==> config.mk <==
export PLATFORM = sky130hd
export DESIGN_NAME = acc_bank
export DESIGN_NICKNAME = d
export VERILOG_FILES = /design/src/rtl/acc_bank.sv
export SDC_FILE = /design/constraint.sdc
export NUM_CORES = 1
export LEC_CHECK = 0
export BUFFER_PORTS_ARGS = -buffer_cell sky130_fd_sc_hd__buf_2
export CELL_PAD_IN_SITES_DETAIL_PLACEMENT = 1
export CELL_PAD_IN_SITES_GLOBAL_PLACEMENT = 1
export CORE_UTILIZATION = 50
export CTS_CLUSTER_SIZE = 14
export DETAILED_ROUTE_END_ITERATION = 6
export PLACE_DENSITY = 0.95
export SLEW_MARGIN = 0
export SYNTH_ARGS = -nofsm -noshare
export SYNTH_HDL_FRONTEND = slang
export SYNTH_SLANG_ARGS = --single-unit
==> constraint.sdc <==
create_clock -name clock -period 7.4 [get_ports clock]
set_input_delay 0.74 -clock clock [delete_from_list [all_inputs] [get_ports clock]]
set_output_delay 0.74 -clock clock [all_outputs]
set_load 0.03 [all_outputs]
==> src/rtl/acc_bank.sv <==
// acc_bank: DEPTH x WIDTH accumulator bank with LOAD/ADD/SUB/CLEAR ops,
// a valid/ready request port and a one-deep registered result port.
// Optional feature: define ACC_SAT_EN to clamp ADD carry / SUB borrow
// results (all-ones / zero) and report it on out_sat.

// One accumulator entry; written only on the accepting edge when selected.
module acc_entry #(
  parameter int WIDTH = 8
) (
  input  logic             clock,
  input  logic             reset,
  input  logic             we,
  input  logic [WIDTH-1:0] d,
  output logic [WIDTH-1:0] q
);

  // Entry storage, cleared by the bank reset.
  always_ff @(posedge clock or posedge reset) begin
    if (reset)   q <= '0;
    else if (we) q <= d;
  end

endmodule

module acc_bank #(
  parameter  int WIDTH = 8,
  parameter  int DEPTH = 4,
  localparam int SW    = $clog2(DEPTH)
) (
  input  logic             clock,
  input  logic             reset,
  input  logic             in_valid,
  output logic             in_ready,
  input  logic [1:0]       in_op,
  input  logic [SW-1:0]    in_sel,
  input  logic [WIDTH-1:0] in,
  output logic             out_valid,
  input  logic             out_ready,
  output logic [WIDTH-1:0] out,
  output logic [SW-1:0]    out_sel,
  output logic             out_carry,
  output logic             out_ovf,
  output logic             out_zero,
  output logic             out_sat
);

  localparam logic [1:0] OP_LOAD  = 2'b00;
  localparam logic [1:0] OP_ADD   = 2'b01;
  localparam logic [1:0] OP_SUB   = 2'b10;
  localparam logic [1:0] OP_CLEAR = 2'b11;

  typedef struct packed {
    logic [WIDTH-1:0] value;
    logic [SW-1:0]    sel;
    logic             carry;
    logic             ovf;
    logic             zero;
    logic             sat;
  } rsp_t;

  logic [DEPTH-1:0][WIDTH-1:0] acc_q;
  logic [DEPTH-1:0]            acc_we;
  logic                        accept;

  logic [WIDTH-1:0] cur;
  logic [WIDTH:0]   sum;
  logic [WIDTH:0]   dif;
  logic [WIDTH-1:0] raw;
  logic [WIDTH-1:0] res;
  logic             carry;
  logic             ovf;
  logic             sat;

  rsp_t rsp_d;
  rsp_t rsp_q;

  // Single-deep output register: a new request fits whenever the slot is
  // empty or being drained in the same cycle.
  assign in_ready = !out_valid || out_ready;
  assign accept   = in_valid && in_ready;

  // Entry array; only the selected entry sees a write enable.
  for (genvar i = 0; i < DEPTH; i++) begin : g_ent
    assign acc_we[i] = accept && (in_sel == SW'(i));
    acc_entry #(.WIDTH(WIDTH)) u_ent (
      .clock (clock),
      .reset (reset),
      .we    (acc_we[i]),
      .d     (res),
      .q     (acc_q[i])
    );
  end

  // Unclamped arithmetic and carry/borrow/overflow for the selected entry.
  always_comb begin
    cur   = acc_q[in_sel];
    sum   = {1'b0, cur} + {1'b0, in};
    dif   = {1'b0, cur} - {1'b0, in};
    raw   = '0;
    carry = 1'b0;
    ovf   = 1'b0;
    case (in_op)
      OP_LOAD: raw = in;
      OP_ADD: begin
        raw   = sum[WIDTH-1:0];
        carry = sum[WIDTH];
        ovf   = (cur[WIDTH-1] == in[WIDTH-1]) && (raw[WIDTH-1] != cur[WIDTH-1]);
      end
      OP_SUB: begin
        raw   = dif[WIDTH-1:0];
        carry = dif[WIDTH];
        ovf   = (cur[WIDTH-1] != in[WIDTH-1]) && (raw[WIDTH-1] != cur[WIDTH-1]);
      end
      OP_CLEAR: raw = '0;
      default:  raw = '0;
    endcase
  end

`ifdef ACC_SAT_EN
  // Clamp on unsigned overflow/underflow; flags keep the raw arithmetic.
  always_comb begin
    res = raw;
    sat = 1'b0;
    if (in_op == OP_ADD && carry) begin
      res = '1;
      sat = 1'b1;
    end else if (in_op == OP_SUB && carry) begin
      res = '0;
      sat = 1'b1;
    end
  end
`else
  assign res = raw;
  assign sat = 1'b0;
`endif

  // Response word captured alongside the entry update.
  always_comb begin
    rsp_d       = '0;
    rsp_d.value = res;
    rsp_d.sel   = in_sel;
    rsp_d.carry = carry;
    rsp_d.ovf   = ovf;
    rsp_d.zero  = (res == '0);
    rsp_d.sat   = sat;
  end

  // Output register: reload on accept, drop valid on drain, hold on stall.
  always_ff @(posedge clock or posedge reset) begin
    if (reset) begin
      rsp_q     <= '0;
      out_valid <= 1'b0;
    end else if (accept) begin
      rsp_q     <= rsp_d;
      out_valid <= 1'b1;
    end else if (out_ready) begin
      out_valid <= 1'b0;
    end
  end

  assign out       = rsp_q.value;
  assign out_sel   = rsp_q.sel;
  assign out_carry = rsp_q.carry;
  assign out_ovf   = rsp_q.ovf;
  assign out_zero  = rsp_q.zero;
  assign out_sat   = rsp_q.sat;

endmodule

==> reports/summary.log, run 1 <==
qor: global_routing.first_pass_grt_wire_length 12.98 mm
qor: floorplan.design.die.area 0.006224 mm2
qor: setup_path.worst_path_max_delay_cell mux4_2
qor: pwr.vdd_drop_max 0.2361 mV
qor: final_layout.layout-drive-gt1-share 0.2508
qor: floorplan.chipWidth 78.90 um
qor: global_routing.grt_max_degree 47
qor: detailed_routing.number_of_nets_with_antenna_violations_after_detailed_routing 0
qor: timing.timing.final.crit_period 3637 ps
qor: detailed_routing.num_vias 2302
qor: clock_tree.post_cts_buffers 0
qor: final_layout.final_net_count 343
qor: pwr.leakage 1.548 nW
qor: floorplan.core_area 0.005608 mm2
qor: final_layout.area_growth_syn_to_layout 9.056%
qor: clock_tree.cts.path.max_buffers 2
qor: logic_synthesis.synth_most_common_cell dfrtp_1
qor: logic_synthesis.ys_dominant_reg_cell dfrtp_1
qor: final_layout.antennaDiodeCount 0
qor: setup_path.endpoint_kind register
qor: logic_synthesis.synth_warnings 0
qor: logic_synthesis.synth_top_area_share 0.3893
qor: logic_synthesis.register_area_share_after_synthesis 0.3893
qor: timing.max_freq 275.0 MHz
qor: global_routing.grt_util_all_layers 0.2757
qor: timing.worst_slew_margin_rel 0.3752
qor: timing.fraction_of_the_cycle_the_final_worst_path_needs 0.4915
qor: logic_synthesis.post_synth_instance_area 0.002957 mm2
qor: placement.gpl.final_weighted_congestion 0.8846
qor: setup_path.timing.critical_path.cells buf_2, mux4_2, ha_1, fa_1, nor3b_2, o31ai_2, a2111oi_1, a211o_1, a41o_1, o41ai_2
qor: clock_tree.ctsRootBufferMaster clkbuf_8
qor: logic_synthesis.synth_area_leaders dfrtp_1 39%, ha_1 8.9%, mux2_2 8.4%, mux4_2 6.1%, nand2_1 3.7%
qor: setup_path.startpoint in_sel[0]
qor: min_path.hold_path_class reg -> reg
qor: logic_synthesis.netlist_top_cells_count 46 x dfrtp_1, 29 x nand2_1, 22 x mux2_2
qor: logic_synthesis.postSynthCellCount 280
qor: global_routing.grt_overflow_total 0
qor: setup_path.crit_path_end out_zero
qor: setup_path.crit_arrival 3830 ps
qor: setup_path.r2r_end out_zero
qor: logic_synthesis.synth_cell_type_count 61
qor: pwr.post-layout-total-power 1.123 mW
qor: logic_synthesis.ys_seq_elements 46
qor: detailed_routing.routed_wl 7.927 mm
qor: logic_synthesis.post_synth.cell_area_avg 10.56 um2
qor: run.max_capacitance_violation_count 0
qor: detailed_routing.remaining_drc_errors 0
qor: clock_tree.clk_transition_reported_paths 80 ps
qor: timing.timing.clock.skew 5.531 ps
qor: setup_path.ff2ff_path_depth 9
qor: global_routing.antenna_found_initial 0
qor: clock_tree.cts-htree-levels 2
qor: placement.numPortBuffers 30
qor: detailed_routing.routed_via_density 6.139
qor: detailed_routing.dr.pass1.iters 4
qor: logic_synthesis.synthesis.nets 319
qor: setup_path.critical_path_class in -> reg
qor: setup_path.rrSetupSlack 4240 ps
qor: final_layout.regArea 0.001151 mm2
qor: clock_tree.clock_latency 290 ps
qor: logic_synthesis.synthArstFlopShare 1.000
qor: detailed_routing.drt_first_iter_violations 94
qor: clock_tree.clkSinkCount 46
qor: timing.final-hold-violation-count 0
qor: clock_tree.cts_resized 0
qor: setup_path.worst-endpoint-required 7600 ps
qor: pwr.power_per_cell_area 348.3 mW/mm2
qor: final_layout.nFillCells 660
qor: timing.tightestPinTransition 935.8 ps
qor: setup_path.worstPathMaxFanout 13
qor: setup_path.critPathLaunchType input port
qor: timing.rsz0062_at_grt no
qor: logic_synthesis.yosys.area.top_type dfrtp_1
qor: setup_path.worst_path_largest_cell_delay 580 ps
qor: floorplan.die_y 78.90 um
qor: placement.detailed_place_hpwl 6.047 mm
qor: floorplan.initial_cell_density_of_the_core 0.5272
qor: floorplan.io_pins 32
qor: detailed_routing.routed_wire_length_per_instance 21.14 um
qor: clock_tree.postCtsHoldBufs 0
qor: floorplan.rows 27
qor: clock_tree.cts_made_buffers 5
qor: logic_synthesis.synth_enable_flop_cells 0
qor: global_routing.number_of_global_route_vias_before_repair 2524
qor: setup_path.ff_to_ff_start g_ent[3].u_ent.q[0]
qor: timing.finalSetupViolations 0
qor: final_layout.multi_input_area 0.001668 mm2
qor: outcome.status complete, no violations
qor: final_layout.final_util 0.5750
qor: timing.setup-tns-final 0 ps
qor: timing.final-max-slew-violation-count 0
qor: clock_tree.cts_tree done
sequential cells by signal, indices dropped and copies added, names as in the netlist:
register and cells:
out_valid 1, out_ovf 1, out_carry 1, g_ent.u_ent.q 32
out_sel 2, out 8, out_zero 1
final cells by class:
class,instances,area share
multi-input cells,199,0.5173
inverters,22,0.02561
flip-flops and latches,46,0.3570
well taps,72,0.02794
clock buffers,6,0.02561
repair buffers,30,0.04657
how the worst min path moves through the flow:
stage / start / endpoint / depth (start not counted)
finish: out[1] / out[1] / 2
global route: out[0] / out[0] / 2
CTS: out[1] / out[1] / 2
detailed placement: out_sel[0] / out_sel[0] / 2
global placement: out_sel[0] / out_sel[0] / 2
floorplan: g_ent[2].u_ent.q[0] / g_ent[2].u_ent.q[0] / 2
worst max-delay path: cells and delay by family:
family | cells | cell delay [ps]
AOI/OAI and AO/OA | 5 | 1310
muxes | 1 | 580
and+or+nand+nor | 1 | 200
adders and majority gates | 2 | 650
buffers and inverters | 1 | 330
power by group:
part	switching, mW	leakage [nW]	internal [mW]
sequential	0.0565	0.581	0.345
clock	0.0763	0.0431	0.0721
combinational	0.338	0.924	0.235
layout by cell type (no fill, tap or decap), types with 3 or more instances in the layout:
cell | synthesis | final
inv_1 | 21 | 20
nand2b_1 | 7 | 7
nor4_1 | 3 | 3
nand3_1 | 6 | 6
mux2i_1 | 3 | 3
mux2_1 | 3 | 3
clkbuf_8 | 0 | 6
o21ai_0 | 16 | 16
a21oi_1 | 10 | 10
nor2_1 | 11 | 11
xnor2_1 | 3 | 3
dfrtp_1 | 46 | 46
a211oi_1 | 5 | 5
buf_2 | 2 | 30
a221oi_1 | 3 | 3
nor3_1 | 3 | 3
mux2_2 | 22 | 22
mux4_2 | 8 | 8
nand2_1 | 29 | 29
ha_1 | 21 | 21
logic make-up after synthesis:
| family | Yosys count | synth area share |
|---|---|---|
| AO/OA/AOI/OAI | 61 | 0.1570 |
| XOR/XNOR | 4 | 0.01185 |
| adder cells (fa/ha/maj) | 23 | 0.1024 |
| buffers and inverters | 35 | 0.04655 |
| flip-flops | 46 | 0.3893 |
| multiplexers | 36 | 0.1663 |
| other | 1 | 0.001268 |
| AND/OR/NAND/NOR | 74 | 0.1253 |
through the flow:
| stage | setup WS (ps) | instance area (um2) | instances | hold WS, ps |
|---|---|---|---|---|
| 4_1_cts | 3756 | 3224 | 375 | 493.6 |
| 3_5_place_dp | 3442 | 3142 | 369 | 476.4 |
| 5_1_grt | 3571 | 3224 | 375 | 519.6 |
| 3_3_place_gp | 3596 | 3142 | 369 | 456.3 |
| 2_1_floorplan | 3835 | 2957 | 280 | 444.6 |
| 6_report | 3763 | 3224 | 375 | 484.5 |
routing by layer:
| layer | share of wire | track usage | up-vias |
|---|---|---|---|
| met4 | 0.023 | 0.1018 | 0 |
| li1 | - | - | 1051 |
| met3 | 0.033 | 0.03333 | 19 |
| met1 | 0.43 | 0.3407 | 1182 |
| met5 | 0 | 0 | - |
| met2 | 0.52 | 0.4939 | 50 |
Power figures use the tool's default switching activity.
==> run 2: changes to the inputs <==
CORE_UTILIZATION = 42   (was 50)
PLACE_DENSITY = 0.88   (was 0.95)
clock period = 3.2 ns   (was 7.4 ns; I/O delays follow)
==> run 2 against run 1 <==
Net effect: critical path depth is 2 lower; setup slack worse by 3600 ps; non-clock buffer count is 18 higher; critical path type is now reg -> reg; utilization is 7.1 points lower; critical endpoint is now g_ent[1].u_ent.q[7]; power is 140% higher.
==> reports/summary.log, run 2 (synthesized netlist as in run 1, its figures left out) <==
qor: final_layout.antennaDiodeCount 0 [unchanged]
qor: clock_tree.cts-htree-levels 2 [unchanged]
qor: placement.worst_slack_at_placement -88.80 ps [was 3442 ps]
qor: outcome.status complete, no violations [unchanged]
qor: detailed_routing.routed_wire_length_per_instance 18.96 um [was 21.14 um]
qor: pwr.power_per_cell_area 781.3 mW/mm2 [was 348.3 mW/mm2]
qor: final_layout.largest_reg_flops 32 [unchanged]
qor: global_routing.antenna_found_initial 0 [unchanged]
qor: clock_tree.clk_transition_reported_paths 80 ps [about the same]
qor: clock_tree.cts.path.max_buffers 2 [unchanged]
qor: global_routing.first_pass_grt_wire_length 13.32 mm [was 12.98 mm]
qor: final_layout.final_net_count 361 [was 343]
qor: clock_tree.cts_made_buffers 5 [unchanged]
qor: final_layout.regArea 0.001151 mm2 [unchanged]
qor: timing.worst_slew_margin_rel 0.4200 [was 0.3752]
qor: setup_path.critPathLaunchType register [was input port]
qor: timing.timing.clock.skew 5.964 ps [was 5.531 ps]
qor: clock_tree.ctsRootBufferMaster clkbuf_8 [unchanged]
qor: placement.place_inst 410 [was 369]
qor: timing.timing.final.crit_period 3017 ps
qor: detailed_routing.drt_first_iter_violations 148 [was 94]
qor: timing.finalSetupViolations 0 [unchanged]
qor: global_routing.grt_util_all_layers 0.2350 [was 0.2757]
qor: min_path.hold_path_class in -> reg [was reg -> reg]
qor: floorplan.chipWidth 85.90 um [was 78.90 um]
qor: placement.gpl.final_weighted_congestion 0.8463 [was 0.8846]
qor: pwr.leakage 1.641 nW [was 1.548 nW]
qor: floorplan.io_pins 32 [unchanged]
qor: setup_path.crit_arrival 3200 ps [was 3830 ps]
qor: setup_path.worstPathMaxFanout 6 [was 13]
qor: timing.tightestPinTransition 865.2 ps [was 935.8 ps]
qor: final_layout.layout.cells.non_filler 419 [was 375]
qor: floorplan.rows 30 [was 27]
qor: detailed_routing.routed_via_density 5.623 [was 6.139]
qor: floorplan.core_area 0.006794 mm2 [was 0.005608 mm2]
qor: timing.finalHoldWorstSlack 244.7 ps [was 484.5 ps]
qor: placement.dpl-instance-area 0.003312 mm2 [was 0.003142 mm2]
qor: clock_tree.clock_latency 290 ps [about the same]
qor: setup_path.critical_path_class reg -> reg [was in -> reg]
qor: final_layout.multi_input_area 0.001677 mm2 [was 0.001668 mm2]
qor: detailed_routing.routed_wl 7.943 mm [was 7.927 mm]
qor: detailed_routing.remaining_drc_errors 0 [unchanged]
qor: final_layout.design_area 0.003422 mm2 [was 0.003224 mm2]
qor: floorplan.die_y 85.90 um [was 78.90 um]
qor: detailed_routing.num_vias 2356 [was 2302]
qor: timing.smallest_setup_slack_after_layout 183.3 ps [was 3763 ps]
qor: final_layout.layout-drive-gt1-share 0.2941 [was 0.2508]
qor: timing.fraction_of_the_cycle_the_final_worst_path_needs 0.9427
qor: final_layout.max_flop_register g_ent.u_ent.q [unchanged]
qor: placement.numPortBuffers 30 [unchanged]
qor: timing.final-hold-violation-count 0 [unchanged]
qor: final_layout.nFillCells 762 [was 660]
qor: floorplan.design.die.area 0.007379 mm2 [was 0.006224 mm2]
qor: global_routing.grt_overflow_total 0 [unchanged]
qor: pwr.vdd_drop_max 0.4696 mV [was 0.2361 mV]
qor: timing.max_freq 331.5 MHz
qor: run.max_capacitance_violation_count 0 [unchanged]
qor: timing.final-max-slew-violation-count 0 [unchanged]
qor: detailed_routing.dr.pass1.iters 4 [unchanged]
qor: final_layout.final_util 0.5037 [was 0.5750]
qor: detailed_routing.number_of_nets_with_antenna_violations_after_detailed_routing 0 [unchanged]
qor: placement.detailed_place_hpwl 6.296 mm [was 6.047 mm]
qor: global_routing.number_of_global_route_vias_before_repair 2534 [was 2524]
qor: clock_tree.clkSinkCount 46 [unchanged]
qor: clock_tree.cts_tree done [unchanged]
qor: global_routing.grt_max_degree 39 [was 47]
qor: timing.setup-tns-final 0 ps [unchanged]
qor: setup_path.worst-endpoint-required 3380 ps [was 7600 ps]
qor: final_layout.area_growth_syn_to_layout 15.74% [was 9.056%]
qor: pwr.post-layout-total-power 2.674 mW [was 1.123 mW]
qor: final_layout.most_frequent_standard_cell_in_the_layout_excluding_fill_and_tap_cells dfrtp_1 [unchanged]
qor: setup_path.endpoint_kind register [unchanged]
qor: timing.rsz0062_at_grt no [unchanged]
qor: floorplan.initial_cell_density_of_the_core 0.4352 [was 0.5272]
qor: final_layout.mostFrequentLayoutCells 46 x dfrtp_1, 30 x buf_2, 29 x nand2_1 [unchanged]
run 2: cell types whose count changed in the layout (fill, tap and decap cells not counted):
cell | previous run | this run
fa_2 | 0 | 1
nor4_1 | 3 | 2
buf_12 | 0 | 1
nor4_2 | 0 | 1
dlygate4sd3_1 | 0 | 1
clkinv_2 | 0 | 1
clkinv_1 | 0 | 1
fa_1 | 2 | 1
clkbuf_1 | 0 | 1
buf_4 | 0 | 16
inv_2 | 2 | 1
run 2: worst paths after layout:
kind | from | end | slack, ps | cells past startpoint
min in group asynchronous | reset | out_sel[1] | 480 | 3
max in group asynchronous | reset | g_ent[0].u_ent.q[3] | 1960 | 4
worst max-delay path | g_ent[0].u_ent.q[6] | g_ent[1].u_ent.q[7] | 180 | 8
worst min register to register | out[4] | out[4] | 480 | 2
worst min-delay path | in_valid | out_valid | 240 | 2
worst max register to register | g_ent[0].u_ent.q[6] | g_ent[1].u_ent.q[7] | 180 | 8
run 2: layer usage:
layer	vias up	wire [um]	global-route usage	share of wire
met5	-	0	0	0
met4	0	214	0.09394	0.027
met3	18	279	0.03465	0.035
met2	48	4066	0.4084	0.51
met1	1198	3382	0.2938	0.43
li1	1092	-	-	-
run 2: where the power goes:
group          internal, mW  switching, mW  leakage, nW
combinational         0.614          0.788         1.01
sequential            0.797          0.118        0.581
clock                 0.174          0.182       0.0482
run 2: layout make-up:
class                      instances  share of cell area
multi-input combinational        199              0.4899
sequential                        46              0.3364
timing repair buffer              48             0.08775
tap                               96             0.03510
clock buffer                       7             0.02523
inverter                          22             0.02413
clock inverter                     1            0.001463
run 2: what timing repair did:
action / 4_1_cts / 5_1_grt
buffers inserted: 0 / 0
hold buffers: 1 / 0
gates resized for setup: 0 / 2
setup endpoints to repair: 0 / 10
endpoints found under the hold margin: 8 / 0
run 2: critical path, cell delays in order, from the launching register on:
cell and delay, ps:
dfrtp_1 400, mux4_2 510, ha_1 410, nor2b_1 90, or3_1 310, o31ai_1 350
mux2i_1 320, o311ai_4 190, mux2_1 330
